`src/rtl/ram2_index_writer_pkg.sv`:
```
// ---------------------------------------------------------------------------
// ram2_index_writer_pkg
// Shared definitions for the RAM2 index writer stage of the compress path:
// controller state encodings, lane geometry of the min-register beat, and
// the byte-serializer state codes.
// Ports: none (package).
// ---------------------------------------------------------------------------
package ram2_index_writer_pkg;

    typedef enum logic [1:0] {
        ST_IDLE     = 2'b00,
        ST_LOAD_CB  = 2'b01,
        ST_COMPRESS = 2'b10,
        ST_FINISH   = 2'b11
    } ctrl_state_e;

    localparam int LANES      = 8;
    localparam int POS_W      = 3;
    localparam int DIST_W     = 10;
    localparam int POS_BUS_W  = LANES * POS_W;
    localparam int DIST_BUS_W = LANES * DIST_W;
    // Sum of eight 10-bit lane distances fits in 13 bits.
    localparam int LANE_SUM_W = DIST_W + $clog2(LANES);

    // S_Bk means byte k of the current beat is on the RAM2 outputs.
    typedef enum logic [1:0] {
        S_IDLE = 2'b00,
        S_B0   = 2'b01,
        S_B1   = 2'b10,
        S_B2   = 2'b11
    } ser_state_e;

endpackage

```
`src/rtl/ram2_index_writer_if.sv`:
```
// ---------------------------------------------------------------------------
// ram2_index_writer_if
// Bundles the beat input from the min-register stage, the RAM2 byte-write
// bus and the status lines returned to the controller.
//   state_in, RAM2_WE_reg_out_in, RAM2_A_reg_out_in, pos_bus_in, dist_bus_in
//     : beat and controller state, driven by the master side
//   RAM2_WE, RAM2_A, RAM2_D : byte writes to RAM2, driven by the slave side
//   stall_out, overflow, distortion_sum, done : status, driven by the slave
// ---------------------------------------------------------------------------
interface ram2_index_writer_if #(
    parameter int ADDR_W = 20,
    parameter int ACC_W  = 32
);
    import ram2_index_writer_pkg::*;

    logic [1:0]            state_in;
    logic                  RAM2_WE_reg_out_in;
    logic [ADDR_W-1:0]     RAM2_A_reg_out_in;
    logic [POS_BUS_W-1:0]  pos_bus_in;
    logic [DIST_BUS_W-1:0] dist_bus_in;

    logic                  RAM2_WE;
    logic [ADDR_W-1:0]     RAM2_A;
    logic [7:0]            RAM2_D;
    logic                  stall_out;
    logic                  overflow;
    logic [ACC_W-1:0]      distortion_sum;
    logic                  done;

    modport master (
        output state_in, RAM2_WE_reg_out_in, RAM2_A_reg_out_in, pos_bus_in, dist_bus_in,
        input  RAM2_WE, RAM2_A, RAM2_D, stall_out, overflow, distortion_sum, done
    );

    modport slave (
        input  state_in, RAM2_WE_reg_out_in, RAM2_A_reg_out_in, pos_bus_in, dist_bus_in,
        output RAM2_WE, RAM2_A, RAM2_D, stall_out, overflow, distortion_sum, done
    );

endinterface

```
`src/rtl/ram2_index_writer_beat_fifo.sv`:
```
// ---------------------------------------------------------------------------
// ram2_index_writer_beat_fifo
// Synchronous FIFO holding accepted beats until the byte serializer takes
// them. Show-ahead read: dout is the head entry whenever empty=0.
//   clk, rst (async, active-low) : clock / reset of pointers and count
//   push, din                    : write an entry (ignored when full)
//   pop                          : retire the head entry (ignored when empty)
//   dout, full, empty, count     : head entry and occupancy
// ---------------------------------------------------------------------------
module ram2_index_writer_beat_fifo #(
    parameter int DEPTH = 4,
    parameter int WIDTH = 44
) (
    input  logic                   clk,
    input  logic                   rst,
    input  logic                   push,
    input  logic                   pop,
    input  logic [WIDTH-1:0]       din,
    output logic [WIDTH-1:0]       dout,
    output logic                   full,
    output logic                   empty,
    output logic [$clog2(DEPTH):0] count
);
    localparam int PTR_W = $clog2(DEPTH);
    localparam int CNT_W = PTR_W + 1;

    logic [WIDTH-1:0] mem [DEPTH];
    logic [PTR_W-1:0] wr_ptr;
    logic [PTR_W-1:0] rd_ptr;
    logic             do_push;
    logic             do_pop;

    assign do_push = push && !full;
    assign do_pop  = pop && !empty;
    assign full    = (count == CNT_W'(DEPTH));
    assign empty   = (count == '0);
    assign dout    = mem[rd_ptr];

    // Pointers wrap naturally because DEPTH is a power of two.
    always_ff @(posedge clk or negedge rst) begin
        if (!rst) begin
            wr_ptr <= '0;
            rd_ptr <= '0;
            count  <= '0;
        end else begin
            if (do_push) wr_ptr <= wr_ptr + 1'b1;
            if (do_pop)  rd_ptr <= rd_ptr + 1'b1;
            case ({do_push, do_pop})
                2'b10:   count <= count + 1'b1;
                2'b01:   count <= count - 1'b1;
                default: count <= count;
            endcase
        end
    end

    always_ff @(posedge clk) begin
        if (do_push) mem[wr_ptr] <= din;
    end

endmodule

```
`src/rtl/ram2_index_writer.sv`:
```
// ---------------------------------------------------------------------------
// ram2_index_writer
// Buffers registered beats from the min-register stage, writes each beat's
// 24-bit packed codeword index to RAM2 as three consecutive bytes at
// 3*beat_addr+k, accumulates total quantization distortion, and reports
// stall / overflow / done to the controller.
//   clk : clock
//   rst : asynchronous active-low reset
//   bus : ram2_index_writer_if.slave (beat in, RAM2 byte bus and status out)
// ---------------------------------------------------------------------------
module ram2_index_writer
    import ram2_index_writer_pkg::*;
#(
    parameter int FIFO_DEPTH = 4,
    parameter int ADDR_W     = 20,
    parameter int ACC_W      = 32
) (
    input logic               clk,
    input logic               rst,
    ram2_index_writer_if.slave bus
);
    localparam int ENTRY_W = ADDR_W + POS_BUS_W;
    localparam int CNT_W   = $clog2(FIFO_DEPTH) + 1;

    function automatic logic [ACC_W-1:0] sat_add(input logic [ACC_W-1:0] acc,
                                                 input logic [LANE_SUM_W-1:0] inc);
        logic [ACC_W:0] wide;
        wide = {1'b0, acc} + (ACC_W+1)'(inc);
        return wide[ACC_W] ? {ACC_W{1'b1}} : wide[ACC_W-1:0];
    endfunction

    function automatic logic [ADDR_W-1:0] times3(input logic [ADDR_W-1:0] a);
        return (a << 1) + a;
    endfunction

    logic                  beat_in_compress;
    logic                  accept;
    logic                  drop;
    logic                  fifo_pop;
    logic                  fifo_full;
    logic                  fifo_empty;
    logic [ENTRY_W-1:0]    fifo_dout;
    logic [CNT_W-1:0]      fifo_count;
    logic [ADDR_W-1:0]     head_addr;
    logic [POS_BUS_W-1:0]  head_pos;
    logic [LANE_SUM_W-1:0] lane_sum;

    ser_state_e            ser_q, ser_d;
    logic [ADDR_W-1:0]     base_p1, base_d;
    logic [POS_BUS_W-1:0]  pos_p1, pos_d;
    logic                  vld_p1, vld_d;
    logic [ADDR_W-1:0]     addr_p1, addr_d;
    logic [7:0]            data_p1, data_d;

    logic [ACC_W-1:0]      sum_q;
    logic                  overflow_q;
    logic                  done_q;
    logic                  done_fired_q;
    logic                  done_cond;

    // Stage 0: beat acceptance into the FIFO. A full FIFO drops the beat
    // even if the serializer pops on the same edge.
    assign beat_in_compress = bus.RAM2_WE_reg_out_in && (bus.state_in == ST_COMPRESS);
    assign accept           = beat_in_compress && !fifo_full;
    assign drop             = beat_in_compress && fifo_full;

    ram2_index_writer_beat_fifo #(
        .DEPTH (FIFO_DEPTH),
        .WIDTH (ENTRY_W)
    ) u_fifo (
        .clk   (clk),
        .rst   (rst),
        .push  (accept),
        .pop   (fifo_pop),
        .din   ({bus.RAM2_A_reg_out_in, bus.pos_bus_in}),
        .dout  (fifo_dout),
        .full  (fifo_full),
        .empty (fifo_empty),
        .count (fifo_count)
    );

    assign head_addr     = fifo_dout[ENTRY_W-1 -: ADDR_W];
    assign head_pos      = fifo_dout[POS_BUS_W-1:0];
    assign bus.stall_out = (fifo_count >= CNT_W'(FIFO_DEPTH - 1));

    always_comb begin
        lane_sum = '0;
        for (int i = 0; i < LANES; i++) begin
            lane_sum = lane_sum + LANE_SUM_W'(bus.dist_bus_in[i*DIST_W +: DIST_W]);
        end
    end

    // Stage 1: byte serializer. Next-cycle outputs are decided here so the
    // RAM2 bus is registered; popping from S_B2 keeps beats back-to-back.
    always_comb begin
        ser_d    = ser_q;
        base_d   = base_p1;
        pos_d    = pos_p1;
        vld_d    = 1'b0;
        addr_d   = addr_p1;
        data_d   = data_p1;
        fifo_pop = 1'b0;
        case (ser_q)
            S_IDLE, S_B2: begin
                if (!fifo_empty) begin
                    fifo_pop = 1'b1;
                    ser_d    = S_B0;
                    base_d   = times3(head_addr);
                    pos_d    = head_pos;
                    vld_d    = 1'b1;
                    addr_d   = times3(head_addr);
                    data_d   = head_pos[7:0];
                end else begin
                    ser_d = S_IDLE;
                end
            end
            S_B0: begin
                ser_d  = S_B1;
                vld_d  = 1'b1;
                addr_d = base_p1 + ADDR_W'(1);
                data_d = pos_p1[15:8];
            end
            S_B1: begin
                ser_d  = S_B2;
                vld_d  = 1'b1;
                addr_d = base_p1 + ADDR_W'(2);
                data_d = pos_p1[23:16];
            end
            default: ser_d = S_IDLE;
        endcase
    end

    always_ff @(posedge clk or negedge rst) begin
        if (!rst) begin
            ser_q   <= S_IDLE;
            vld_p1  <= 1'b0;
            addr_p1 <= '0;
            data_p1 <= '0;
        end else begin
            ser_q   <= ser_d;
            vld_p1  <= vld_d;
            addr_p1 <= addr_d;
            data_p1 <= data_d;
        end
    end

    always_ff @(posedge clk) begin
        base_p1 <= base_d;
        pos_p1  <= pos_d;
    end

    assign bus.RAM2_WE = vld_p1;
    assign bus.RAM2_A  = addr_p1;
    assign bus.RAM2_D  = data_p1;

    // Status: distortion accumulator, sticky overflow and one-shot done.
    // done fires when nothing is queued and the serializer is idle or
    // finishing its last byte, then stays quiet until FINISH is left.
    assign done_cond = (bus.state_in == ST_FINISH) && fifo_empty &&
                       ((ser_q == S_IDLE) || (ser_q == S_B2));

    always_ff @(posedge clk or negedge rst) begin
        if (!rst) begin
            sum_q        <= '0;
            overflow_q   <= 1'b0;
            done_q       <= 1'b0;
            done_fired_q <= 1'b0;
        end else begin
            if (bus.state_in == ST_IDLE) sum_q <= '0;
            else if (accept)             sum_q <= sat_add(sum_q, lane_sum);

            if (bus.state_in == ST_IDLE) overflow_q <= 1'b0;
            else if (drop)               overflow_q <= 1'b1;

            done_q <= done_cond && !done_fired_q;
            if (bus.state_in != ST_FINISH) done_fired_q <= 1'b0;
            else if (done_cond)            done_fired_q <= 1'b1;
        end
    end

    assign bus.distortion_sum = sum_q;
    assign bus.overflow       = overflow_q;
    assign bus.done           = done_q;

endmodule
```
`src/flat_wrapper.sv`:
```
// flat-port wrapper written by rule: the top's interface ports become plain ports
module ram2_index_writer_flat import ram2_index_writer_pkg::*;
#(
    parameter int FIFO_DEPTH = 4,
    parameter int ADDR_W     = 20,
    parameter int ACC_W      = 32
)
  (clk, rst, bus_state_in, bus_RAM2_WE_reg_out_in, bus_RAM2_A_reg_out_in, bus_pos_bus_in, bus_dist_bus_in, bus_RAM2_WE, bus_RAM2_A, bus_RAM2_D, bus_stall_out, bus_overflow, bus_distortion_sum, bus_done);
  ram2_index_writer_if #(.ADDR_W(ADDR_W), .ACC_W(ACC_W)) bus_i ();
  input logic clk;
  input logic rst;
  input wire logic [$bits(bus_i.state_in)-1:0] bus_state_in;
  input wire logic [$bits(bus_i.RAM2_WE_reg_out_in)-1:0] bus_RAM2_WE_reg_out_in;
  input wire logic [$bits(bus_i.RAM2_A_reg_out_in)-1:0] bus_RAM2_A_reg_out_in;
  input wire logic [$bits(bus_i.pos_bus_in)-1:0] bus_pos_bus_in;
  input wire logic [$bits(bus_i.dist_bus_in)-1:0] bus_dist_bus_in;
  output wire logic [$bits(bus_i.RAM2_WE)-1:0] bus_RAM2_WE;
  output wire logic [$bits(bus_i.RAM2_A)-1:0] bus_RAM2_A;
  output wire logic [$bits(bus_i.RAM2_D)-1:0] bus_RAM2_D;
  output wire logic [$bits(bus_i.stall_out)-1:0] bus_stall_out;
  output wire logic [$bits(bus_i.overflow)-1:0] bus_overflow;
  output wire logic [$bits(bus_i.distortion_sum)-1:0] bus_distortion_sum;
  output wire logic [$bits(bus_i.done)-1:0] bus_done;
  assign bus_i.state_in = bus_state_in;
  assign bus_i.RAM2_WE_reg_out_in = bus_RAM2_WE_reg_out_in;
  assign bus_i.RAM2_A_reg_out_in = bus_RAM2_A_reg_out_in;
  assign bus_i.pos_bus_in = bus_pos_bus_in;
  assign bus_i.dist_bus_in = bus_dist_bus_in;
  assign bus_RAM2_WE = bus_i.RAM2_WE;
  assign bus_RAM2_A = bus_i.RAM2_A;
  assign bus_RAM2_D = bus_i.RAM2_D;
  assign bus_stall_out = bus_i.stall_out;
  assign bus_overflow = bus_i.overflow;
  assign bus_distortion_sum = bus_i.distortion_sum;
  assign bus_done = bus_i.done;
  ram2_index_writer #(.FIFO_DEPTH(FIFO_DEPTH), .ADDR_W(ADDR_W), .ACC_W(ACC_W)) u_core (.clk(clk), .rst(rst), .bus(bus_i));
endmodule
```
`config.mk`:
```
export PLATFORM = sky130hd
export DESIGN_NAME = ram2_index_writer_flat
export DESIGN_NICKNAME = d
export VERILOG_FILES = /design/src/rtl/ram2_index_writer_pkg.sv /design/src/rtl/ram2_index_writer_if.sv /design/src/rtl/ram2_index_writer_beat_fifo.sv /design/src/rtl/ram2_index_writer.sv /design/src/flat_wrapper.sv
export SDC_FILE = /design/constraint.sdc
export NUM_CORES = 1
export LEC_CHECK = 0
export CAP_MARGIN = 40
export CORE_ASPECT_RATIO = 0.75
export CORE_MARGIN = 1
export CORE_UTILIZATION = 27
export DETAILED_ROUTE_END_ITERATION = 12
export GPL_TIMING_DRIVEN = 0
export PLACE_DENSITY = 0.53
export SKIP_LAST_GASP = 1
export SYNTH_ARGS = -nofsm -noshare
export SYNTH_HDL_FRONTEND = slang
export SYNTH_HIERARCHICAL = 1
export SYNTH_SLANG_ARGS = --single-unit
```
`constraint.sdc`:
```
create_clock -name clk -period 14.1 [get_ports clk]
set_clock_uncertainty 0.15 [all_clocks]
set_input_delay 2.115 -clock clk [delete_from_list [all_inputs] [get_ports clk]]
set_output_delay 2.115 -clock clk [all_outputs]
set_load 0.01 [all_outputs]
```
==> impl_results.md <==
* Chip width at about 270 µm
* Mean post-synth cell area at around 14 µm²
* Max Transition Viols Final at 0
* Syn Inst Count at roughly 1100
* Pwr/cell area at roughly 250 mW/mm²
* Post-DP Area at 0.0179 mm²
* Rows at 74
* Reg2reg end: u_core/bus.distortion_sum[27]
* Crit path arrival time at ~7400 ps
* Syn_nets at approximately 1300
* Number of max-cap violations at 0
* Final instance area at between 0.015 and 0.02 mm²
* Latest clock arrival within the worst-skew pair at around 540 ps
* CTS Buf Count at 35
* Critical path startpoint category: input port
* Most common flop cell mapped by yosys: edfxtp_1
* Cells on worst reg2reg path at 16
* WP data required at approximately 14000 ps
* DR vias at about 9600
* Initial DRC count at 540
* Routed WL at between 30000 and 40000 µm
* Crit. Startpoint: bus_dist_bus_in[2]
* Die Y at between 200 and 250 µm
* GRT Residual Overflow at 0
* Post-DRT Antenna Nets at 0
* Vias in the first global route at slightly below 10000
* Post_cts resized at 0
* Max Root-Sink Buffers at 3
* H-tree lvl count at 2
* Setup TNS at 0 ps
* Flop-to-flop setup slack at roughly 8900 ps
* Hold bufs inserted after CTS at 0
* Nets@finish at roughly 1600
* Fill count at ~5300
* Post CTS Setup Buffer Count at 0
* Hold Vio Cnt, Final at 0
* Leading cell type in the layout, fill and taps excluded: edfxtp_1
* CP Max Fanout at 8
* Yosys warnings at 6
* Async SR Flop Fraction at 0.256
* Number of synthesized flops with an enable pin at roughly 210
* Post-route clock period utilization at 0.505
* HPWL after DPL at approximately 27000 µm
* CTS Root Cell: clkbuf_16
* Most frequent cells in the layout: 212 x edfxtp_1, 191 x clkdlybuf4s50_1, 105 x inv_1, 73 x dfrtp_1, 71 x fa_1
* Clock transition at path regs at approximately 60 ps
* Routed length per instance at about 18 µm
* Crit. End Element: flip-flop
* Largest net degree at the start of global routing at 41
* I/O pin cnt at 193
* Place WS at 6500 ps
* Initial antenna violation count at 4
* Synth Cell Area at 0.0149 mm²
* Clock sinks at 285
* Hold Crit Depth at 1
* First-pass GRT wire length at about 57000 µm
* Leakage power at between 7 and 8 nW
* Critical Path End: u_core/bus.distortion_sum[27]
* Remaining DRCs at 0
* Routability cong. at 0.815
* Via-per-instance ratio at 4.62
* Drt pass-1 iters at 5
* Crit Reg-Reg Startpoint: u_core/bus.distortion_sum[2]
* Setup violators final at 0
* FF+latch count, synth at roughly 290
* Area leader, netlist: edfxtp_1
* Slew margin rel. at 0.441
* VDD IR-drop max at around 0.13 mV
* CTS tree: done
* Die area at about 0.056 mm²
* Buffers on Ports at 192
* Seq. cell area at just over 0.008 mm²
* Final worst slack at ~7000 ps
* Starting density of the core at 0.273
* Netlist cell types at 72
* Setup CP Type: input port to flip-flop
* CORE AREA at between 0.05 and 0.06 mm²
* Tmin final at 7130 ps
* Synth top area cells: edfxtp_1 43%, dfrtp_1 12%, fa_1 9.5%, mux4_2 5.7%, ha_1 3.9%
* Seq/Total Area, Yosys at 0.549
* RSZ-0062 raised after global routing: no
* Hold Path Class: flip-flop to flip-flop
* Tightest Pin Transition at approximately 840 ps
* Outcome: finished, final reports clean
* Layout cell share with drive strength beyond 1 at 0.106
* Multi-input gate area at slightly above 0.006 mm²
* Fmax at 0.140 GHz
* Area share of the largest cell type after synthesis at 0.427
* GRT Util Overall at 0.131
* Area Growth Syn to Fin at 28.0%
-- layout make-up --
cell class                      instances  area share
Buffer                                 43      0.0137
Clock buffer                           38      0.0486
Inverter                              106      0.0208
Multi-Input combinational cell        655       0.318
Tap cell                              722      0.0473
Timing Repair Buffer                  198       0.107
Antenna cell                            2    0.000262
Clock inverter                         26      0.0152
Sequential cell                       285       0.429
-- kinds of logic (layout without fill, tap and decap cells) --
| family | count (synthesis) | count (layout) | synth area share |
|---|---|---|---|
| buffers and inverters | 149 | 411 | 0.0442 |
| DFF | 285 | 285 | 0.549 |
| other | 0 | 2 | 0 |
| xor gates and xnor gates | 37 | 37 | 0.0217 |
| AOI/OAI and AO/OA | 218 | 218 | 0.0956 |
| and+or+nand+nor | 219 | 219 | 0.0737 |
| muxes | 64 | 64 | 0.0816 |
| adders and majority gates | 117 | 117 | 0.134 |
-- through the flow --
stage	hold WS (ps)	total power, W	std cells	util
CTS	298	0.00485	2073	0.350
detailed placement	279	0.00390	2009	0.328
global route	311	0.00519	2074	0.350
global placement	279	0.00386	2003	0.325
finish	290	0.00480	2075	0.350
floorplan	260	0.00310	1089	-
-- Yosys cell counts, types with 5 or more instances --
library cell and n:
o21ai_0 48, nand4_1 7, nand3_1 32, fa_1 71, xor2_1 13, and2_1 7
a21oi_1 63, nand2b_1 7, o21a_1 10, a211oi_1 14, a221oi_1 9, a21o_1 14
a31oi_1 10, inv_1 106, and3_1 15, dfrtp_1 73, nor3_1 18, mux4_1 6
clkbuf_1 25, buf_2 7, mux4_2 38, nor2_1 55, a41oi_1 5, edfxtp_1 212
xnor2_1 24, mux2i_1 18, nor2b_1 6, nand2_1 50, ha_1 46
-- sequential cells by signal, summed over array words and instances, names as in the netlist --
| register | count |
|---|---|
| u_core/u_fifo/count | 3 |
| u_core/pos_p1 | 16 |
| u_core/bus.RAM2_A | 20 |
| u_core/u_fifo/mem | 176 |
| u_core/base_p1 | 20 |
| u_core/u_fifo/wr_ptr | 2 |
| u_core/bus.distortion_sum | 32 |
| u_core/bus.done | 1 |
| u_core/ser_q | 2 |
| u_core/u_fifo/rd_ptr | 2 |
| u_core/bus.overflow | 1 |
| u_core/done_fired_q | 1 |
| u_core/bus.RAM2_WE | 1 |
| u_core/bus.RAM2_D | 8 |
-- power by group --
part           switching (W)  total, W  internal (W)
sequential          0.000105   0.00125       0.00115
combinational        0.00149   0.00262       0.00113
clock               0.000377  0.000921      0.000544
-- layer usage --
layer	part of all wire	vias up	global-route usage
met5	0.00060	-	0
met4	0.017	4	0.0329
met3	0.049	44	0.0261
met2	0.45	204	0.204
met1	0.48	4826	0.186
li1	-	4508	-
-- critical path: stages --
cell,delay (ps)
clkdlybuf4s50_1,460
inv_1,50
fa_1,530
inv_1,60
fa_1,520
fa_1,560
inv_1,60
fa_1,540
inv_1,40
ha_1,230
fa_1,440
a211oi_1,320
o21ai_0,230
a21o_1,270
and4_1,220
buf_6,140
nor2_4,200
and3_4,240
a311oi_1,120
-- how the worst min path moves through the flow --
stage | start | endpoint | slack [ps]
floorplan | u_core/done_fired_q | u_core/bus.done | 260
global placement | u_core/done_fired_q | u_core/bus.done | 280
detailed placement | u_core/done_fired_q | u_core/bus.done | 280
CTS | u_core/done_fired_q | u_core/bus.done | 300
global route | u_core/done_fired_q | u_core/bus.done | 310
finish | u_core/done_fired_q | u_core/bus.done | 290
Note: power is estimated with default switching activity, not from simulation.
